==> src/rtl/timer_irq_dev.sv <==
// timer_irq_dev: memory-mapped countdown timer with level interrupt.
//
// Register map (addr[3:2]):
//   0 CTRL   : bit0 EN, bits2:1 MODE (1 = auto-reload, others one-shot), bit3 IM
//   1 PRESET : reload value, R/W
//   2 COUNT  : current count, read-only
//   3 reserved, reads 0
//
// Ports:
//   clk    in   system clock, rising edge
//   reset  in   asynchronous active-low reset
//   addr   in   byte address, only addr[3:2] decoded
//   we     in   word write strobe (already qualified by the bridge)
//   wdata  in   store data
//   rdata  out  combinational read data for addr[3:2]
//   irq    out  level interrupt request
//
// Optional build macro: TIMER_PRESCALE_EN adds a 16-bit prescaler so COUNT
// only steps once every PRESCALE cycles while counting.

module timer_irq_dev #(
    parameter int unsigned PRESCALE = 1
) (
    input  logic        clk,
    input  logic        reset,
    input  logic [31:0] addr,
    input  logic        we,
    input  logic [31:0] wdata,
    output logic [31:0] rdata,
    output logic        irq
);

    typedef enum logic [1:0] {
        StIdle,
        StLoad,
        StCnt,
        StInt
    } state_e;

    localparam logic [1:0] ModeReload = 2'd1;
    localparam logic [1:0] RegCtrl    = 2'd0;
    localparam logic [1:0] RegPreset  = 2'd1;
    localparam logic [1:0] RegCount   = 2'd2;

    if (PRESCALE < 1 || PRESCALE > 65535) begin : g_prescale_range
        $error("timer_irq_dev: PRESCALE must be within 1..65535");
    end

    state_e      state_q;
    logic        en_q;
    logic [1:0]  mode_q;
    logic        im_q;
    logic [31:0] preset_q;
    logic [31:0] count_q;
    logic        irq_flag_q;

    logic ctrl_wr;
    logic preset_wr;
    logic fsm_set_flag;
    logic tick;
    logic unused_addr;

    assign ctrl_wr   = we && (addr[3:2] == RegCtrl);
    assign preset_wr = we && (addr[3:2] == RegPreset);
    // One-shot completion sets the flag this edge; a racing CTRL write must not clear it.
    assign fsm_set_flag = (state_q == StInt) && (mode_q != ModeReload);
    assign unused_addr  = ^{addr[31:4], addr[1:0]};

`ifdef TIMER_PRESCALE_EN
    localparam logic [15:0] PscLast = 16'(PRESCALE - 1);

    logic [15:0] psc_q;

    // Runs only in CNT; wraps at PRESCALE-1, which is when COUNT is allowed to step.
    assign tick = (psc_q == PscLast);

    always_ff @(posedge clk or negedge reset) begin
        if (!reset) begin
            psc_q <= '0;
        end else if (state_q == StCnt && !tick) begin
            psc_q <= psc_q + 16'd1;
        end else begin
            psc_q <= '0;
        end
    end
`else
    assign tick = 1'b1;
`endif

    always_ff @(posedge clk or negedge reset) begin
        if (!reset) begin
            state_q    <= StIdle;
            en_q       <= 1'b0;
            mode_q     <= 2'd0;
            im_q       <= 1'b0;
            preset_q   <= '0;
            count_q    <= '0;
            irq_flag_q <= 1'b0;
        end else begin
            unique case (state_q)
                StIdle: begin
                    if (en_q) begin
                        state_q <= StLoad;
                    end
                end
                StLoad: begin
                    count_q <= preset_q;
                    state_q <= StCnt;
                end
                StCnt: begin
                    if (!en_q) begin
                        state_q <= StIdle;
                    end else if (tick) begin
                        // COUNT saturates at zero; zero moves on to INT instead.
                        if (count_q == '0) begin
                            state_q <= StInt;
                        end else begin
                            count_q <= count_q - 32'd1;
                        end
                    end
                end
                StInt: begin
                    if (mode_q == ModeReload) begin
                        state_q <= StLoad;
                    end else begin
                        en_q       <= 1'b0;
                        irq_flag_q <= 1'b1;
                        state_q    <= StIdle;
                    end
                end
                default: state_q <= StIdle;
            endcase

            // Bus writes come last so a written CTRL value overrides the FSM's EN clear.
            if (ctrl_wr) begin
                en_q   <= wdata[0];
                mode_q <= wdata[2:1];
                im_q   <= wdata[3];
                if (!fsm_set_flag) begin
                    irq_flag_q <= 1'b0;
                end
            end
            if (preset_wr) begin
                preset_q <= wdata;
            end
        end
    end

    always_comb begin
        rdata = '0;
        case (addr[3:2])
            RegCtrl:   rdata = {28'd0, im_q, mode_q, en_q};
            RegPreset: rdata = preset_q;
            RegCount:  rdata = count_q;
            default:   rdata = '0;
        endcase
    end

    // Auto-reload pulses for the single INT cycle; one-shot holds until CTRL is written.
    assign irq = im_q & ((mode_q == ModeReload) ? (state_q == StInt) : irq_flag_q);

endmodule

==> config.mk <==
export PLATFORM = sky130hd
export DESIGN_NAME = timer_irq_dev
export DESIGN_NICKNAME = d
export VERILOG_FILES = /design/src/rtl/timer_irq_dev.sv
export SDC_FILE = /design/constraint.sdc
export NUM_CORES = 1
export LEC_CHECK = 0
export ABC_AREA = 1
export CAP_MARGIN = 20
export CORE_ASPECT_RATIO = 1.25
export CORE_MARGIN = 2
export CORE_UTILIZATION = 39
export DETAILED_ROUTE_END_ITERATION = 6
export SLEW_MARGIN = 30
export SYNTH_ARGS = -nofsm -noshare
export SYNTH_HDL_FRONTEND = slang
export SYNTH_SLANG_ARGS = --single-unit
==> constraint.sdc <==
create_clock -name clk -period 5.63 [get_ports clk]
set_clock_uncertainty 0.05 [all_clocks]
set_input_delay 1.126 -clock clk [delete_from_list [all_inputs] [get_ports clk]]
set_output_delay 1.126 -clock clk [all_outputs]
set_load 0.05 [all_outputs]
==> results of run 1 <==
## routing by layer
layer / up-vias / track usage / part of all wire
li1: 2142 / - / -
met1: 2035 / 0.272 / 0.44
met2: 96 / 0.371 / 0.51
met3: 16 / 0.0334 / 0.031
met4: 0 / 0.0856 / 0.018
met5: - / 0 / 0
## synth_stat cells
master and instances:
nor2_2 9, o21a_1 1, nand3_2 12, nand2_2 11
nor2_4 2, ha_1 1, buf_1 1, xor2_1 4
nand4_1 6, nand2_1 168, buf_4 2, o21ai_0 36
inv_2 2, nand3_1 54, o21ai_4 1, clkbuf_1 14
nor2_1 86, a31oi_1 6, a21oi_1 21, o21ai_2 10
buf_2 3, mux2_2 12, inv_1 66, o221ai_1 3
nor3_1 1, buf_6 4, nand2_4 1, dfrtp_1 71
o22ai_1 16, o211ai_1 1
## metrics by stage
step	cell area, um2	power, uW	setup WS (ns)	cells	hold WS, ns
6_report	5520	2760	0.942	825	0.441
4_1_cts	5510	2770	0.966	825	0.440
5_1_grt	5520	2970	0.880	825	0.461
3_3_place_gp	5220	2160	1.04	809	0.416
2_1_floorplan	4460	1840	1.87	625	0.400
3_5_place_dp	5220	2180	0.981	809	0.423
## power breakdown
part	internal [uW]	total (uW)	switching (uW)
Clock	353	582	229
Sequential	679	856	177
Combinational	429	1320	890
Total	1460	2760	1300
## registers in the layout (all words and copies together) (netlist names)
name and count:
irq_flag_q 1, im_q 1, count_q 32, state_q 2, preset_q 32, mode_q 2
en_q 1
## final timing paths
path	from	end	slack, ns	cells past startpoint
max	addr[2]	rdata[18]	0.94	7
min	irq_flag_q	irq_flag_q	0.44	2
max reg2reg	count_q[0]	count_q[6]	2.65	9
min reg2reg	irq_flag_q	irq_flag_q	0.44	2
max in group asynchronous	reset	preset_q[17]	4.20	2
min in group asynchronous	reset	preset_q[29]	0.86	2
## cells in the final DEF, fill, tap and decap left out, drive strengths merged, types with 5 or more instances in the layout
| master | count |
|---|---|
| a21oi | 21 |
| a31oi | 6 |
| buf | 5 |
| clkbuf | 10 |
| clkdlybuf4s50 | 68 |
| dfrtp | 71 |
| inv | 68 |
| mux2 | 12 |
| nand2 | 180 |
| nand3 | 66 |
| nand4 | 6 |
| nor2 | 97 |
| o21ai | 47 |
| o22ai | 16 |
## tightest hold or removal path, stage by stage (launching register included)
cell,delay (ns)
dfrtp_1,0.35
nand2_1,0.05
nand2_1,0.05
## cell type report
type / instances / area [um2]
Sequential cell: 71 / 1780
Inverter: 68 / 255
Fill cell: 1110 / 5610
Multi-Input combinational cell: 462 / 2300
Tap cell: 135 / 169
Timing Repair Buffer: 73 / 719
Clock inverter: 6 / 60.1
Clock buffer: 10 / 239
## cells by family after synthesis
| logic type | Yosys count | synth area share |
|---|---|---|
| flops | 71 | 0.398 |
| mux | 12 | 0.0303 |
| fa+ha+maj | 1 | 0.00281 |
| xor+xnor | 4 | 0.00786 |
| compound gates | 95 | 0.127 |
| buf+inv | 92 | 0.0867 |
| simple gates | 350 | 0.347 |
==> metrics.yaml, run 1 <==
floorplanning:
  ios: 100
  die_y_um: 124
  rows: 43
  core_um2: 11100
  die_w_um: 99.6
  initial_utilization: 0.400
  die_area_um2: 12300
worst_setup_path:
  crit_path_max_fanout: 18
  critical_path_arrival_ns: 3.51
  setup.worst_path.class: "in -> out"
  crit_family: "buffers and inverters"
  cp.buffers_inverters: 5
  cpMaxStageDelayCell: "clkdlybuf4s50_1"
  critPathRequiredTime_ns: 4.45
  critPathMaxStageDelay_ns: 0.87
  setup.worst_path.start_class: "input port"
  cp_cell_sequence: "clkdlybuf4s50_1 -> inv_1 -> nor2_2 -> buf_4 -> inv_1 -> o22ai_1 -> clkdlybuf4s50_1"
  end_kind: "output pin"
cts:
  cts_buffers: 9
  cts_htree_levels: 3
  cts_tree: "yes"
  clock_sinks: 71
  postCtsSetupBuffers: 0
  ctsResizeCount: 0
  clock_latency_ns: 0.34
  clkTransAtPathRegs_ns: 0.06
  clock_path_buffers: 2
  root_buffer: "clkbuf_16"
  holdBufCountCts: 0
power_and_ir_drop:
  p_per_area_nw_per_um2: 499
  vdd_drop_max_uv: 221
  power.leakage_uw: 0.00249
global_route:
  grtUsageTotal: 0.216
  antenna_found_initial: 0
  grt_max_degree: 72
  first_global_vias: 4284
  grt_pass1_wl_um: 21000
  gr-total-overflow: 0
synth:
  syn_inst: 625
  yosysWarnings: 0
  netlist_area_um2: 4460
  synthTopCellsByArea: "dfrtp_1 (40%), nand2_1 (14%), nor2_1 (7.2%)"
  syn_nets: 693
  ys_seq_area_frac: 0.398
  yosys.area.top_type: "dfrtp_1"
  yosys.area.top_type_share: 0.398
  ys_ff_latch: 71
  avgSynthCellArea_um2: 7.13
  yosysUniqueCellTypes: 30
route:
  drt_iter0_markers: 276
  drt_first_pass_iters: 5
  drc: 0
  avgRoutedWirePerCell_um: 15.2
  antenna_left: 0
  vias: 4289
  vias_per_cell: 5.20
  routed_wl_um: 12600
flow_run:
  maxCapViolCount: 0
timing:
  worstMarginPinSlew_ns: 0.969
  hold_viol_final: 0
  slew_violations: 0
  setup_viol: 0
  max_freq_ghz: 0.213
  maxSlewHeadroom: 0.353
  setup-tns-final_ns: 0
  finalCritPeriodShare: 0.833
  rsz0062_at_grt: "false"
  period_needed_ns: 4.69
layout:
  areaGrowthSynthToFinish_pct: 23.8
  diodes: 0
  nNetsFinal: 753
  layout-drive-gt1-share: 0.119
  final_util: 0.496
hold_path:
  hold_path_class: "reg -> reg"
placement:
  place.gp.congestion: 0.859
  place.detailed.hpwl_um: 8640
  port_buffers: 69
outcome:
  status: "complete, no violations"
No activity file was read; power rests on OpenSTA's default activity.
==> run 2, diff against run 1 <==
PLACE_DENSITY = 0.67   (was not set)
clock period = 3.9 ns   (was 5.63 ns; I/O delays follow)
==> run 2 against run 1 <==
  * Combinational power is 60% higher
  * Wire length rose by 0.35%
  * Cell count rose by 0.61%
  * Global-route usage rose by 0.53 points
  * Clock-buffer cell count up 6
  * Die area unchanged
  * Hold slack gained 0.0037 ns
  * Critical path type unchanged
==> metrics.yaml, run 2 (synthesis gave the netlist of run 1 again) <==
worst_setup_path:
  crit_path_max_fanout: 16
  setup.worst_path.class: "in -> out"
  critical_path_arrival_ns: 2.35
  reg2regPathDepth: 10
  rr_endpoint: "count_q[27]"
  end_kind: "output pin"
  r2r_start: "count_q[0]"
  regToRegSetupSlack_ns: 1.01
  startpoint: "addr[3]"
  worstSetupEndpoint: "rdata[18]"
  critPathRequiredTime_ns: 3.07
  setup.worst_path.start_class: "input port"
timing:
  setup_slack_ns: 0.721
  rsz0062_at_grt: "false"
  hold_viol_final: 0
  max_freq_ghz: 0.315
  finalCritPeriodShare: 0.815
  maxSlewHeadroom: 0.432
  period_needed_ns: 3.18
  slew_violations: 0
  setup_viol: 0
  setup-tns-final_ns: 0
  worstMarginPinSlew_ns: 0.852
global_route:
  grtUsageTotal: 0.221
  first_global_vias: 4406
  grt_max_degree: 41
  gr-total-overflow: 0
  antenna_found_initial: 0
  grt_pass1_wl_um: 21200
layout:
  final_cell_mix: "nand2_1 (167), nor2_1 (86), dfrtp_1 (71), inv_1 (66), nand3_1 (54)"
  final_common_cell: "nand2_1"
  nNetsFinal: 758
  areaGrowthSynthToFinish_pct: 31.3
  top_regs: "count_q: 32 flops, preset_q: 32 flops"
  layout-drive-gt1-share: 0.164
  fillers: 1082
  diodes: 0
cts:
  cts_tree: "yes"
  holdBufCountCts: 0
  clock_path_buffers: 2
  cts_htree_levels: 3
  root_buffer: "clkbuf_16"
  clock_latency_ns: 0.34
  cts_buffers: 9
  clock_sinks: 71
  ctsResizeCount: 0
  postCtsSetupBuffers: 0
  clkTransAtPathRegs_ns: 0.05
route:
  avgRoutedWirePerCell_um: 15.2
  drt_iter0_markers: 307
  routed_wl_um: 12600
  vias: 4349
  drt_first_pass_iters: 6
  antenna_left: 0
  vias_per_cell: 5.24
  drc: 0
floorplanning:
  initial_utilization: 0.400
  die_w_um: 99.6
  rows: 43
  die_y_um: 124
  die_area_um2: 12300
  ios: 100
  core_um2: 11100
power_and_ir_drop:
  power.leakage_uw: 0.00266
  vdd_drop_max_uv: 322
  p_per_area_nw_per_um2: 700
hold_path:
  hold_path_class: "reg -> reg"
placement:
  port_buffers: 69
  place.detailed.hpwl_um: 9020
  preCtsSetupSlack_ns: 0.753
  place.gp.congestion: 0.873
flow_run:
  maxCapViolCount: 0
outcome:
  status: "complete, no violations"
run 2: critical path, cell delays in order:
cell and delay (ns):
clkdlybuf4s50_1 0.52, nor2_2 0.06, inv_1 0.48, o22ai_1 0.28
buf_12 0.23
run 2: cell type report:
class	count	area, um2	share of cell area
Sequential cell	71	1780	0.303
Multi-Input combinational cell	462	2300	0.392
Tap cell	135	169	0.0288
Clock buffer	16	272	0.0464
Inverter	68	255	0.0436
Timing Repair Buffer	78	1090	0.185
run 2: per-layer routing:
layer  vias to the layer above  track usage  part of all wire
met2                       139        0.386              0.51
met5                         -            0                 0
li1                       2154            -                 -
met4                         0       0.0865             0.024
met3                        18       0.0509             0.053
met1                      2038        0.263              0.41
run 2: where the power goes:
group / total (uW) / internal, uW / switching [uW]
Combinational: 2110 / 775 / 1330
Clock: 764 / 467 / 297
Sequential: 1230 / 981 / 249
run 2: how the worst min path moves through the flow:
stage,slack (ns),start,end,cells after the start
2_1_floorplan,0.40,irq_flag_q,irq_flag_q,2
3_3_place_gp,0.42,irq_flag_q,irq_flag_q,2
3_5_place_dp,0.42,irq_flag_q,irq_flag_q,2
4_1_cts,0.44,irq_flag_q,irq_flag_q,2
5_1_grt,0.48,im_q,im_q,2
6_report,0.44,irq_flag_q,irq_flag_q,2
run 2: through the flow:
stage	utilization	power [uW]	cells	hold WS, ns	area [um2]
2_1_floorplan	-	2650	625	0.400	4460
3_3_place_gp	0.502	3290	814	0.417	5590
3_5_place_dp	0.502	3330	814	0.423	5590
4_1_cts	0.526	4120	830	0.436	5860
5_1_grt	0.526	4420	830	0.480	5860
6_report	0.526	4100	830	0.445	5860
